==> config.mk <==
export PLATFORM = sky130hd
export DESIGN_NAME = keypad_scan_flat
export DESIGN_NICKNAME = d
export VERILOG_FILES = /design/src/rtl/keypad_scan_pkg.sv /design/src/rtl/keypad_scan_if.sv /design/src/rtl/keypad_scan_frame_cls.sv /design/src/rtl/keypad_scan_prescaler.sv /design/src/rtl/keypad_scan.sv /design/src/flat_wrapper.sv
export SDC_FILE = /design/constraint.sdc
export NUM_CORES = 1
export LEC_CHECK = 0
export CELL_PAD_IN_SITES_DETAIL_PLACEMENT = 2
export CELL_PAD_IN_SITES_GLOBAL_PLACEMENT = 2
export CORE_MARGIN = 3
export CORE_UTILIZATION = 43
export DETAILED_ROUTE_END_ITERATION = 10
export GPL_ROUTABILITY_DRIVEN = 0
export GPL_TIMING_DRIVEN = 0
export PLACE_DENSITY_LB_ADDON = 0.2
export SETUP_SLACK_MARGIN = 0.5
export SLEW_MARGIN = 0
export SYNTH_ARGS = -nofsm -noshare
export SYNTH_HDL_FRONTEND = slang
export SYNTH_SLANG_ARGS = --single-unit
==> constraint.sdc <==
create_clock -name clk -period 11.2 [get_ports clk]
set_input_delay 2.24 -clock clk [delete_from_list [all_inputs] [get_ports clk]]
set_output_delay 2.24 -clock clk [all_outputs]
set_load 0.02 [all_outputs]
==> src/rtl/keypad_scan_pkg.sv <==
// -----------------------------------------------------------------------------
// keypad_scan_pkg
// Shared definitions for the 4x4 matrix keypad scanner.
// Contents: matrix dimensions, key-code width, FSM state encoding,
// frame class encoding, and small helper functions (popcount, column strobe).
// No ports.
// -----------------------------------------------------------------------------
package keypad_scan_pkg;

    localparam int KEY_W   = 4;
    localparam int ROWS    = 4;
    localparam int COLS    = 4;
    localparam int FRAME_W = ROWS * COLS;

    typedef enum logic [1:0] {
        ST_IDLE     = 2'd0,
        ST_DB_PRESS = 2'd1,
        ST_PRESSED  = 2'd2,
        ST_DB_REL   = 2'd3
    } kp_state_e;

    typedef enum logic [1:0] {
        FR_EMPTY  = 2'd0,
        FR_SINGLE = 2'd1,
        FR_MULTI  = 2'd2
    } frame_cls_e;

    // Number of set bits in a whole-matrix frame.
    function automatic logic [4:0] count_ones(input logic [FRAME_W-1:0] v);
        logic [4:0] n;
        n = 5'd0;
        for (int i = 0; i < FRAME_W; i++) begin
            n = n + {4'd0, v[i]};
        end
        return n;
    endfunction

    // Active-low strobe pattern with only column c driven low.
    function automatic logic [3:0] col_strobe(input logic [1:0] c);
        logic [3:0] one;
        one = 4'b0001;
        return ~(one << c);
    endfunction

endpackage

==> src/rtl/keypad_scan_if.sv <==
// -----------------------------------------------------------------------------
// keypad_scan_if
// Bundle between the keypad matrix / entry logic and the scanner.
//   row_in    : keypad rows, active-low (driven by the matrix side)
//   col_out   : column strobes, active-low, one low at a time
//   key_code  : last accepted key {row[1:0], col[1:0]}
//   key_valid : one-cycle pulse per accepted key (or repeat)
//   key_held  : high while the accepted key stays pressed
// Modports: master = scanner, slave = matrix / consumer side.
// -----------------------------------------------------------------------------
interface keypad_scan_if;

    logic [keypad_scan_pkg::ROWS-1:0]  row_in;
    logic [keypad_scan_pkg::COLS-1:0]  col_out;
    logic [keypad_scan_pkg::KEY_W-1:0] key_code;
    logic                              key_valid;
    logic                              key_held;

    modport master (
        input  row_in,
        output col_out,
        output key_code,
        output key_valid,
        output key_held
    );

    modport slave (
        output row_in,
        input  col_out,
        input  key_code,
        input  key_valid,
        input  key_held
    );

endinterface

==> src/rtl/keypad_scan_frame_cls.sv <==
// -----------------------------------------------------------------------------
// keypad_frame_cls
// Classifies a 16-bit whole-matrix frame (bit index {row,col}).
//   i_frame : active-high key frame
//   o_cls   : FR_EMPTY (no key), FR_SINGLE (one key), FR_MULTI (more)
//   o_code  : index of the set bit; meaningful only for FR_SINGLE
// -----------------------------------------------------------------------------
module keypad_frame_cls
    import keypad_scan_pkg::*;
(
    input  logic [FRAME_W-1:0] i_frame,
    output frame_cls_e         o_cls,
    output logic [KEY_W-1:0]   o_code
);

    logic [4:0] w_ones;

    // Popcount selects the class; the code is the highest set bit index.
    always_comb begin
        w_ones = count_ones(i_frame);
        o_code = {KEY_W{1'b0}};
        for (int i = 0; i < FRAME_W; i++) begin
            o_code = i_frame[i] ? KEY_W'(i) : o_code;
        end
        case (w_ones)
            5'd0:    o_cls = FR_EMPTY;
            5'd1:    o_cls = FR_SINGLE;
            default: o_cls = FR_MULTI;
        endcase
    end

endmodule

==> src/rtl/keypad_scan_prescaler.sv <==
// -----------------------------------------------------------------------------
// keypad_scan_prescaler
// Modulo-MODULO free-running counter producing a one-clock tick every MODULO
// clocks (MODULO >= 2).
//   clk    : system clock
//   rst_n  : asynchronous active-low reset
//   o_tick : registered one-clock pulse, first at clock MODULO-1 after reset
// -----------------------------------------------------------------------------
module keypad_scan_prescaler #(
    parameter int MODULO = 50000,
    parameter int W      = 27
) (
    input  logic clk,
    input  logic rst_n,
    output logic o_tick
);

    logic [W-1:0] r_cnt;
    logic         r_tick;

    // Count modulo MODULO; the tick flop is set one count early so the pulse
    // occupies the last clock of each period.
    always_ff @(posedge clk or negedge rst_n) begin
        if (!rst_n) begin
            r_cnt  <= {W{1'b0}};
            r_tick <= 1'b0;
        end else begin
            if (r_cnt == W'(MODULO - 1)) begin
                r_cnt <= {W{1'b0}};
            end else begin
                r_cnt <= r_cnt + W'(1);
            end
            r_tick <= (r_cnt == W'(MODULO - 2));
        end
    end

    assign o_tick = r_tick;

endmodule

==> src/rtl/keypad_scan.sv <==
// -----------------------------------------------------------------------------
// keypad_scan
// 4x4 matrix keypad scanner: strobes one active-low column per slot, samples
// synchronised active-low rows, debounces whole frames and reports keys.
// Ports:
//   clk    : system clock
//   rst_n  : asynchronous active-low reset
//   kp_if  : keypad_scan_if.master (row_in, col_out, key_code, key_valid,
//            key_held)
// Parameters: SCAN_DIV (clocks per column slot, >=4), SCAN_W (prescaler
//   width), DEBOUNCE (identical frames to accept press/release, >=1),
//   REPEAT_DLY / REPEAT_RATE (auto-repeat timing in frames).
// Optional feature macro: KEYPAD_REPEAT_EN enables auto-repeat while held;
//   without it exactly one key_valid is issued per press.
// -----------------------------------------------------------------------------
module keypad_scan
    import keypad_scan_pkg::*;
#(
    parameter int SCAN_DIV    = 50000,
    parameter int SCAN_W      = 27,
    parameter int DEBOUNCE    = 4,
    parameter int REPEAT_DLY  = 32,
    parameter int REPEAT_RATE = 8
) (
    input  logic clk,
    input  logic rst_n,
    keypad_scan_if.master kp_if
);

    localparam int CNT_W = $clog2(DEBOUNCE + 1);

    generate
        if ((SCAN_DIV < 4) || (DEBOUNCE < 1) || (REPEAT_DLY < 1) || (REPEAT_RATE < 1)) begin : g_bad_param
            $error("keypad_scan: illegal parameter set");
        end
    endgenerate

    logic [ROWS-1:0]    r_row_meta;
    logic [ROWS-1:0]    r_row_sync;
    logic [ROWS-1:0]    w_row_act;
    logic               w_tick;
    logic               w_frame_end;
    logic [1:0]         r_col;
    logic [COLS-1:0]    r_col_out;
    logic [FRAME_W-1:0] r_frame_acc;
    logic [FRAME_W-1:0] w_frame;
    logic [FRAME_W-1:0] r_prev_frame;
    logic [CNT_W-1:0]   r_stable;
    logic [CNT_W-1:0]   w_stable_nxt;
    frame_cls_e         w_cls;
    logic [KEY_W-1:0]   w_code;
    kp_state_e          r_state;
    kp_state_e          w_state_nxt;
    logic [KEY_W-1:0]   r_key_code;
    logic [KEY_W-1:0]   w_code_nxt;
    logic               r_key_valid;
    logic               w_valid_nxt;
    logic               r_key_held;
    logic               w_held_nxt;

`ifdef KEYPAD_REPEAT_EN
    localparam int REP_W = $clog2(REPEAT_DLY + REPEAT_RATE + 1);
    logic [REP_W-1:0] r_rep_cnt;
    logic [REP_W-1:0] w_rep_cnt_nxt;
    logic [REP_W-1:0] w_rep_inc;
    logic [REP_W-1:0] w_rep_thr;
    logic             r_rep_first;
    logic             w_rep_first_nxt;
`endif

    keypad_scan_prescaler #(
        .MODULO (SCAN_DIV),
        .W      (SCAN_W)
    ) u_prescaler (
        .clk    (clk),
        .rst_n  (rst_n),
        .o_tick (w_tick)
    );

    keypad_frame_cls u_frame_cls (
        .i_frame (w_frame),
        .o_cls   (w_cls),
        .o_code  (w_code)
    );

    // Two-flop synchroniser for the asynchronous row inputs (idle = all high).
    always_ff @(posedge clk or negedge rst_n) begin
        if (!rst_n) begin
            r_row_meta <= 4'hF;
            r_row_sync <= 4'hF;
        end else begin
            r_row_meta <= kp_if.row_in;
            r_row_sync <= r_row_meta;
        end
    end

    assign w_row_act   = ~r_row_sync;
    assign w_frame_end = w_tick & (r_col == 2'd3);

    // Frame as it looks after merging the current column's sample.
    always_comb begin
        w_frame = r_frame_acc;
        for (int r = 0; r < ROWS; r++) begin
            w_frame[{2'(r), r_col}] = w_row_act[r];
        end
    end

    // Stable count: MULTI clears it, a repeat of the previous frame bumps it
    // (saturating at DEBOUNCE), anything else starts a new run at 1.
    always_comb begin
        w_stable_nxt = r_stable;
        if (w_cls == FR_MULTI) begin
            w_stable_nxt = {CNT_W{1'b0}};
        end else if (w_frame == r_prev_frame) begin
            w_stable_nxt = (r_stable >= CNT_W'(DEBOUNCE)) ? r_stable : (r_stable + CNT_W'(1));
        end else begin
            w_stable_nxt = CNT_W'(1);
        end
    end

    // Column sequencing and frame accumulation on each slot tick.
    always_ff @(posedge clk or negedge rst_n) begin
        if (!rst_n) begin
            r_col       <= 2'd0;
            r_col_out   <= 4'b1110;
            r_frame_acc <= {FRAME_W{1'b0}};
        end else if (w_tick) begin
            r_col       <= r_col + 2'd1;
            r_col_out   <= col_strobe(r_col + 2'd1);
            r_frame_acc <= w_frame;
        end
    end

    // Frame history used for debouncing, updated once per completed frame.
    always_ff @(posedge clk or negedge rst_n) begin
        if (!rst_n) begin
            r_prev_frame <= {FRAME_W{1'b0}};
            r_stable     <= {CNT_W{1'b0}};
        end else if (w_frame_end) begin
            r_prev_frame <= w_frame;
            r_stable     <= w_stable_nxt;
        end
    end

    // Next-state and output decisions; only a frame end can move the FSM and
    // a MULTI frame never does.
    always_comb begin
        w_state_nxt = r_state;
        w_code_nxt  = r_key_code;
        w_held_nxt  = r_key_held;
        w_valid_nxt = 1'b0;
        if (w_frame_end && (w_cls != FR_MULTI)) begin
            case (r_state)
                ST_IDLE: begin
                    if (w_cls == FR_SINGLE) begin
                        w_state_nxt = ST_DB_PRESS;
                    end else begin
                        w_state_nxt = ST_IDLE;
                    end
                end
                ST_DB_PRESS: begin
                    if (w_cls == FR_EMPTY) begin
                        w_state_nxt = ST_IDLE;
                    end else if (w_stable_nxt >= CNT_W'(DEBOUNCE)) begin
                        w_state_nxt = ST_PRESSED;
                        w_code_nxt  = w_code;
                        w_valid_nxt = 1'b1;
                        w_held_nxt  = 1'b1;
                    end else begin
                        w_state_nxt = ST_DB_PRESS;
                    end
                end
                ST_PRESSED: begin
                    if (w_cls == FR_EMPTY) begin
                        w_state_nxt = ST_DB_REL;
                    end else begin
                        w_state_nxt = ST_PRESSED;
                    end
                end
                ST_DB_REL: begin
                    if (w_cls != FR_EMPTY) begin
                        w_state_nxt = ST_PRESSED;
                    end else if (w_stable_nxt >= CNT_W'(DEBOUNCE)) begin
                        w_state_nxt = ST_IDLE;
                        w_held_nxt  = 1'b0;
                    end else begin
                        w_state_nxt = ST_DB_REL;
                    end
                end
                default: begin
                    w_state_nxt = ST_IDLE;
                    w_held_nxt  = 1'b0;
                end
            endcase
        end else begin
            w_state_nxt = r_state;
        end

`ifdef KEYPAD_REPEAT_EN
        // Repeat timer runs only across frames that stay in PRESSED; the first
        // interval is REPEAT_DLY, later ones REPEAT_RATE.
        w_rep_cnt_nxt   = r_rep_cnt;
        w_rep_first_nxt = r_rep_first;
        w_rep_inc       = r_rep_cnt + REP_W'(1);
        w_rep_thr       = r_rep_first ? REP_W'(REPEAT_DLY) : REP_W'(REPEAT_RATE);
        if (w_frame_end) begin
            if ((r_state == ST_PRESSED) && (w_state_nxt == ST_PRESSED)) begin
                if (w_rep_inc >= w_rep_thr) begin
                    w_valid_nxt     = 1'b1;
                    w_rep_cnt_nxt   = {REP_W{1'b0}};
                    w_rep_first_nxt = 1'b0;
                end else begin
                    w_rep_cnt_nxt   = w_rep_inc;
                end
            end else begin
                w_rep_cnt_nxt   = {REP_W{1'b0}};
                w_rep_first_nxt = 1'b1;
            end
        end else begin
            w_rep_cnt_nxt = r_rep_cnt;
        end
`endif
    end

    // FSM state register.
    always_ff @(posedge clk or negedge rst_n) begin
        if (!rst_n) begin
            r_state <= ST_IDLE;
        end else begin
            r_state <= w_state_nxt;
        end
    end

    // Registered key outputs; key_valid can only be set on a frame end.
    always_ff @(posedge clk or negedge rst_n) begin
        if (!rst_n) begin
            r_key_code  <= {KEY_W{1'b0}};
            r_key_valid <= 1'b0;
            r_key_held  <= 1'b0;
        end else begin
            r_key_code  <= w_code_nxt;
            r_key_valid <= w_valid_nxt;
            r_key_held  <= w_held_nxt;
        end
    end

`ifdef KEYPAD_REPEAT_EN
    // Auto-repeat frame counter.
    always_ff @(posedge clk or negedge rst_n) begin
        if (!rst_n) begin
            r_rep_cnt   <= {REP_W{1'b0}};
            r_rep_first <= 1'b1;
        end else begin
            r_rep_cnt   <= w_rep_cnt_nxt;
            r_rep_first <= w_rep_first_nxt;
        end
    end
`endif

    assign kp_if.col_out   = r_col_out;
    assign kp_if.key_code  = r_key_code;
    assign kp_if.key_valid = r_key_valid;
    assign kp_if.key_held  = r_key_held;

endmodule
==> src/flat_wrapper.sv <==
// flat-port wrapper written by rule: the top's interface ports become plain ports
module keypad_scan_flat import keypad_scan_pkg::*;
#(
    parameter int SCAN_DIV    = 50000,
    parameter int SCAN_W      = 27,
    parameter int DEBOUNCE    = 4,
    parameter int REPEAT_DLY  = 32,
    parameter int REPEAT_RATE = 8
)
  (clk, rst_n, kp_if_row_in, kp_if_col_out, kp_if_key_code, kp_if_key_valid, kp_if_key_held);
  keypad_scan_if kp_if_i ();
  input  logic clk;
  input  logic rst_n;
  input wire logic [$bits(kp_if_i.row_in)-1:0] kp_if_row_in;
  output wire logic [$bits(kp_if_i.col_out)-1:0] kp_if_col_out;
  output wire logic [$bits(kp_if_i.key_code)-1:0] kp_if_key_code;
  output wire logic [$bits(kp_if_i.key_valid)-1:0] kp_if_key_valid;
  output wire logic [$bits(kp_if_i.key_held)-1:0] kp_if_key_held;
  assign kp_if_i.row_in = kp_if_row_in;
  assign kp_if_col_out = kp_if_i.col_out;
  assign kp_if_key_code = kp_if_i.key_code;
  assign kp_if_key_valid = kp_if_i.key_valid;
  assign kp_if_key_held = kp_if_i.key_held;
  keypad_scan #(.SCAN_DIV(SCAN_DIV), .SCAN_W(SCAN_W), .DEBOUNCE(DEBOUNCE), .REPEAT_DLY(REPEAT_DLY), .REPEAT_RATE(REPEAT_RATE)) u_core (.clk(clk), .rst_n(rst_n), .kp_if(kp_if_i));
endmodule
==> flow_results.xml <==
<?xml version="1.0" encoding="UTF-8"?>
<metrics>
  <group name="route">
    <metric name="drt-vias-per-instance" unit="">5.61</metric>
    <metric name="route.final.wire_length" unit="mm">12.9</metric>
    <metric name="final_antenna_net_count" unit="">0</metric>
    <metric name="detailedRoute.firstIterationViolations" unit="">143</metric>
    <metric name="post-route-drc-count" unit="">0</metric>
    <metric name="avgRoutedWirePerCell" unit="um">20.3</metric>
    <metric name="vias" unit="">3558</metric>
    <metric name="drt_pre_antenna_iters" unit="">6</metric>
  </group>
  <group name="pwr">
    <metric name="cellLeakagePower" unit="nW">2.35</metric>
    <metric name="post-layout-total-power" unit="mW">0.563</metric>
    <metric name="irDropWorstVdd" unit="mV">0.0716</metric>
    <metric name="power_density" unit="nW/um^2">109</metric>
  </group>
  <group name="finish">
    <metric name="layout-drive-gt1-share" unit="">0.100</metric>
    <metric name="final.fill_count" unit="">1114</metric>
    <metric name="layout.cells.non_filler" unit="">634</metric>
    <metric name="seqCellArea" unit="um^2">2140</metric>
    <metric name="layout_common_cells" unit="">sky130_fd_sc_hd__dfrtp_1 (74), sky130_fd_sc_hd__nand2_1 (54), sky130_fd_sc_hd__nor2_1 (36), sky130_fd_sc_hd__o21ai_0 (30), sky130_fd_sc_hd__inv_1 (27)</metric>
    <metric name="antenna-diode-count" unit="">0</metric>
    <metric name="flow.area_growth_from_synthesis" unit="%">11.6</metric>
    <metric name="multi_input_area" unit="um^2">2340</metric>
    <metric name="layout_commonest_cell" unit="">sky130_fd_sc_hd__dfrtp_1</metric>
    <metric name="nets" unit="">527</metric>
  </group>
  <group name="floorplan">
    <metric name="initial_core_util" unit="">0.444</metric>
    <metric name="floorplan.die.width" unit="um">110</metric>
    <metric name="placementRows" unit="">37</metric>
    <metric name="die-area" unit="um^2">12000</metric>
    <metric name="core" unit="um^2">10400</metric>
    <metric name="die-height" unit="um">110</metric>
    <metric name="boundaryPins" unit="">16</metric>
  </group>
  <group name="logic_synthesis">
    <metric name="synth-edff-count" unit="">0</metric>
    <metric name="synth_cell_types" unit="">55</metric>
    <metric name="synthDominantCellAreaShare" unit="">0.400</metric>
    <metric name="flip_flop_cell_with_the_highest_count_after_synthesis" unit="">sky130_fd_sc_hd__dfrtp_1</metric>
    <metric name="synthesis.area_per_instance" unit="um^2">9.93</metric>
    <metric name="synth-seq-cells" unit="">85</metric>
    <metric name="yosys_warnings" unit="">0</metric>
    <metric name="mappedNetlistArea" unit="um^2">4630</metric>
    <metric name="postSynthCellCount" unit="">466</metric>
    <metric name="synth.net_count" unit="">500</metric>
    <metric name="synth-async-reset-ratio" unit="">1.00</metric>
    <metric name="synth.top_cells.by_area" unit="">sky130_fd_sc_hd__dfrtp_1 (40%), sky130_fd_sc_hd__dfstp_2 (6.2%), sky130_fd_sc_hd__ha_1 (4.9%), sky130_fd_sc_hd__nand2_1 (4.4%), sky130_fd_sc_hd__fa_1 (4.3%)</metric>
    <metric name="synth.yosys.seq_area_share" unit="">0.463</metric>
    <metric name="synth_largest_area_cell" unit="">sky130_fd_sc_hd__dfrtp_1</metric>
  </group>
  <group name="global_routing">
    <metric name="globalRouteTotalUtil" unit="">0.236</metric>
    <metric name="antenna_found_initial" unit="">0</metric>
    <metric name="largest_net_degree_at_the_start_of_global_routing" unit="">60</metric>
    <metric name="grt_pass1_wl" unit="mm">21.5</metric>
    <metric name="vias_in_the_first_global_route" unit="">3973</metric>
    <metric name="gr-total-overflow" unit="">0</metric>
  </group>
  <group name="hold_path">
    <metric name="min_path_type" unit="">reg2reg</metric>
  </group>
  <group name="timing">
    <metric name="max_clock_freq" unit="MHz">167</metric>
    <metric name="setup-violations-final" unit="">0</metric>
    <metric name="remaining_max_slew_budget_at_the_tightest_pin" unit="">0.241</metric>
    <metric name="hold_viol_final" unit="">0</metric>
    <metric name="worst_slack" unit="ns">5.20</metric>
    <metric name="final.setup_skew" unit="ns">0.0160</metric>
    <metric name="fin_crit" unit="ns">6.00</metric>
    <metric name="max_slew.worst_pin.slew" unit="ns">1.13</metric>
    <metric name="final_max_slew_viol_count" unit="">0</metric>
    <metric name="post-route-period-util" unit="">0.536</metric>
    <metric name="fin_tns_setup" unit="ns">0</metric>
    <metric name="unrepaired_setup_endpoints_after_global_routing" unit="">false</metric>
  </group>
  <group name="cts">
    <metric name="clock_sink_count" unit="">85</metric>
    <metric name="cts_hold_buf" unit="">0</metric>
    <metric name="postCtsSetupRepairBufs" unit="">0</metric>
    <metric name="clock_transition_at_the_registers_of_the_reported_paths" unit="ns">0.08</metric>
    <metric name="tritoncts" unit="">built</metric>
    <metric name="cts_resized" unit="">0</metric>
    <metric name="cts_root_buf" unit="">sky130_fd_sc_hd__clkbuf_8</metric>
    <metric name="cts_buf_count" unit="">9</metric>
    <metric name="insertion_delay" unit="ns">0.37</metric>
    <metric name="maximum_clock_path_buffer_count" unit="">2</metric>
    <metric name="htree_num_levels" unit="">3</metric>
  </group>
  <group name="job">
    <metric name="cap_violations" unit="">0</metric>
  </group>
  <group name="placed_design">
    <metric name="place.detailed.hpwl" unit="mm">9.50</metric>
    <metric name="placed_insts" unit="">618</metric>
    <metric name="place.port_buffers" unit="">15</metric>
    <metric name="dp_slack" unit="ns">5.24</metric>
  </group>
  <group name="critical_path">
    <metric name="crit_type" unit="">reg2reg</metric>
    <metric name="cp_data_arrival_time" unit="ns">6.26</metric>
    <metric name="highest_fanout_seen_on_the_critical_path" unit="">10</metric>
    <metric name="critPathRequiredTime" unit="ns">11.45</metric>
    <metric name="worstSetupEndpointType" unit="">flop</metric>
    <metric name="critical_path.startpoint_type" unit="">flop</metric>
  </group>
  <group name="status">
    <metric name="outcome" unit="">complete, no violations</metric>
  </group>
</metrics>
## routing by layer
metal / vias to the layer above / routed length, um / track usage
met2: 35 / 6420 / 0.399
met4: 0 / 142 / 0.0614
met3: 11 / 297 / 0.0423
met5: - / 0 / 0
met1: 1861 / 6000 / 0.313
li1: 1651 / - / -
## worst paths after layout
kind	from	end	slack, ns	depth (start not counted)
max in group asynchronous	rst_n	u_core.kp_if.col_out[1]	8.71	2
worst min register to register	u_core.r_row_meta[3]	u_core.r_row_sync[3]	0.36	0
worst min-delay path	u_core.r_row_meta[3]	u_core.r_row_sync[3]	0.36	0
min in group asynchronous	rst_n	u_core.r_frame_acc[6]	1.79	1
worst max register to register	u_core.r_col[1]	u_core.kp_if.key_code[0]	5.20	17
worst max-delay path	u_core.r_col[1]	u_core.kp_if.key_code[0]	5.20	17
## worst max-delay path: stages, from the launching register on
cell and delay (ns):
sky130_fd_sc_hd__dfrtp_1 0.46, sky130_fd_sc_hd__inv_1 0.20, sky130_fd_sc_hd__ha_1 0.20, sky130_fd_sc_hd__buf_2 0.27
sky130_fd_sc_hd__nand2b_1 0.18, sky130_fd_sc_hd__and2_1 0.26, sky130_fd_sc_hd__fa_1 0.52, sky130_fd_sc_hd__fa_1 0.51
sky130_fd_sc_hd__fa_1 0.54, sky130_fd_sc_hd__fa_1 0.42, sky130_fd_sc_hd__inv_1 0.07, sky130_fd_sc_hd__ha_1 0.16
sky130_fd_sc_hd__inv_1 0.06, sky130_fd_sc_hd__fa_1 0.48, sky130_fd_sc_hd__nor3b_1 0.39, sky130_fd_sc_hd__nand3_1 0.34
sky130_fd_sc_hd__nor4_4 0.51, sky130_fd_sc_hd__mux2_4 0.34
## cells in the mapped netlist, drive strengths merged (11+ instances only)
cell,number
a21oi,24
and2,11
and3,14
dfrtp,74
dfstp,11
ha,18
inv,27
nand2,54
nand2b,21
nand3,13
nor2,36
nor4,12
o21ai,30
xnor2,11
xor2,13
## cells by family after synthesis
group                      after synthesis  synth area share
AOI/OAI and AO/OA                       81             0.105
xor gates and xnor gates                24            0.0454
adders and majority gates               28            0.0919
buffers and inverters                   39            0.0324
DFF                                     85             0.463
muxes                                   13            0.0335
and+or+nand+nor                        196             0.229
## sequential cells by signal (all words and copies together) (netlist names), 2 cells and up
register	cells
u_core.u_prescaler.r_cnt	27
u_core.r_frame_acc	16
u_core.r_prev_frame	16
u_core.kp_if.col_out	4
u_core.kp_if.key_code	4
u_core.r_row_meta	4
u_core.r_row_sync	4
u_core.r_stable	3
u_core.r_col	2
u_core.r_state	2
## cell type report
| type | instances | share of cell area |
|---|---|---|
| buffer | 12 | 0.00945 |
| clock buffer | 12 | 0.0281 |
| clock inverter | 4 | 0.00920 |
| inverter | 27 | 0.0196 |
| multi-input combinational | 342 | 0.452 |
| sequential | 85 | 0.414 |
| tap | 136 | 0.0329 |
| timing repair buffer | 16 | 0.0339 |
## metrics by stage
step           hold slack, ns  instance area (um^2)  utilization
2_1_floorplan           0.345                  4630            -
3_3_place_gp            0.346                  4950        0.475
3_5_place_dp            0.348                  4970        0.477
4_1_cts                 0.360                  5170        0.496
5_1_grt                 0.368                  5170        0.496
6_report                0.359                  5170        0.496
## where the power goes
group / leakage [nW] / total [mW] / switching, mW / internal (mW)
Clock: 0.0964 / 0.221 / 0.112 / 0.109
Sequential: 1.13 / 0.311 / 0.00164 / 0.309
Combinational: 1.12 / 0.0311 / 0.0200 / 0.0111
Total: 2.35 / 0.563 / 0.134 / 0.429
(Power assumes the default switching activity.)
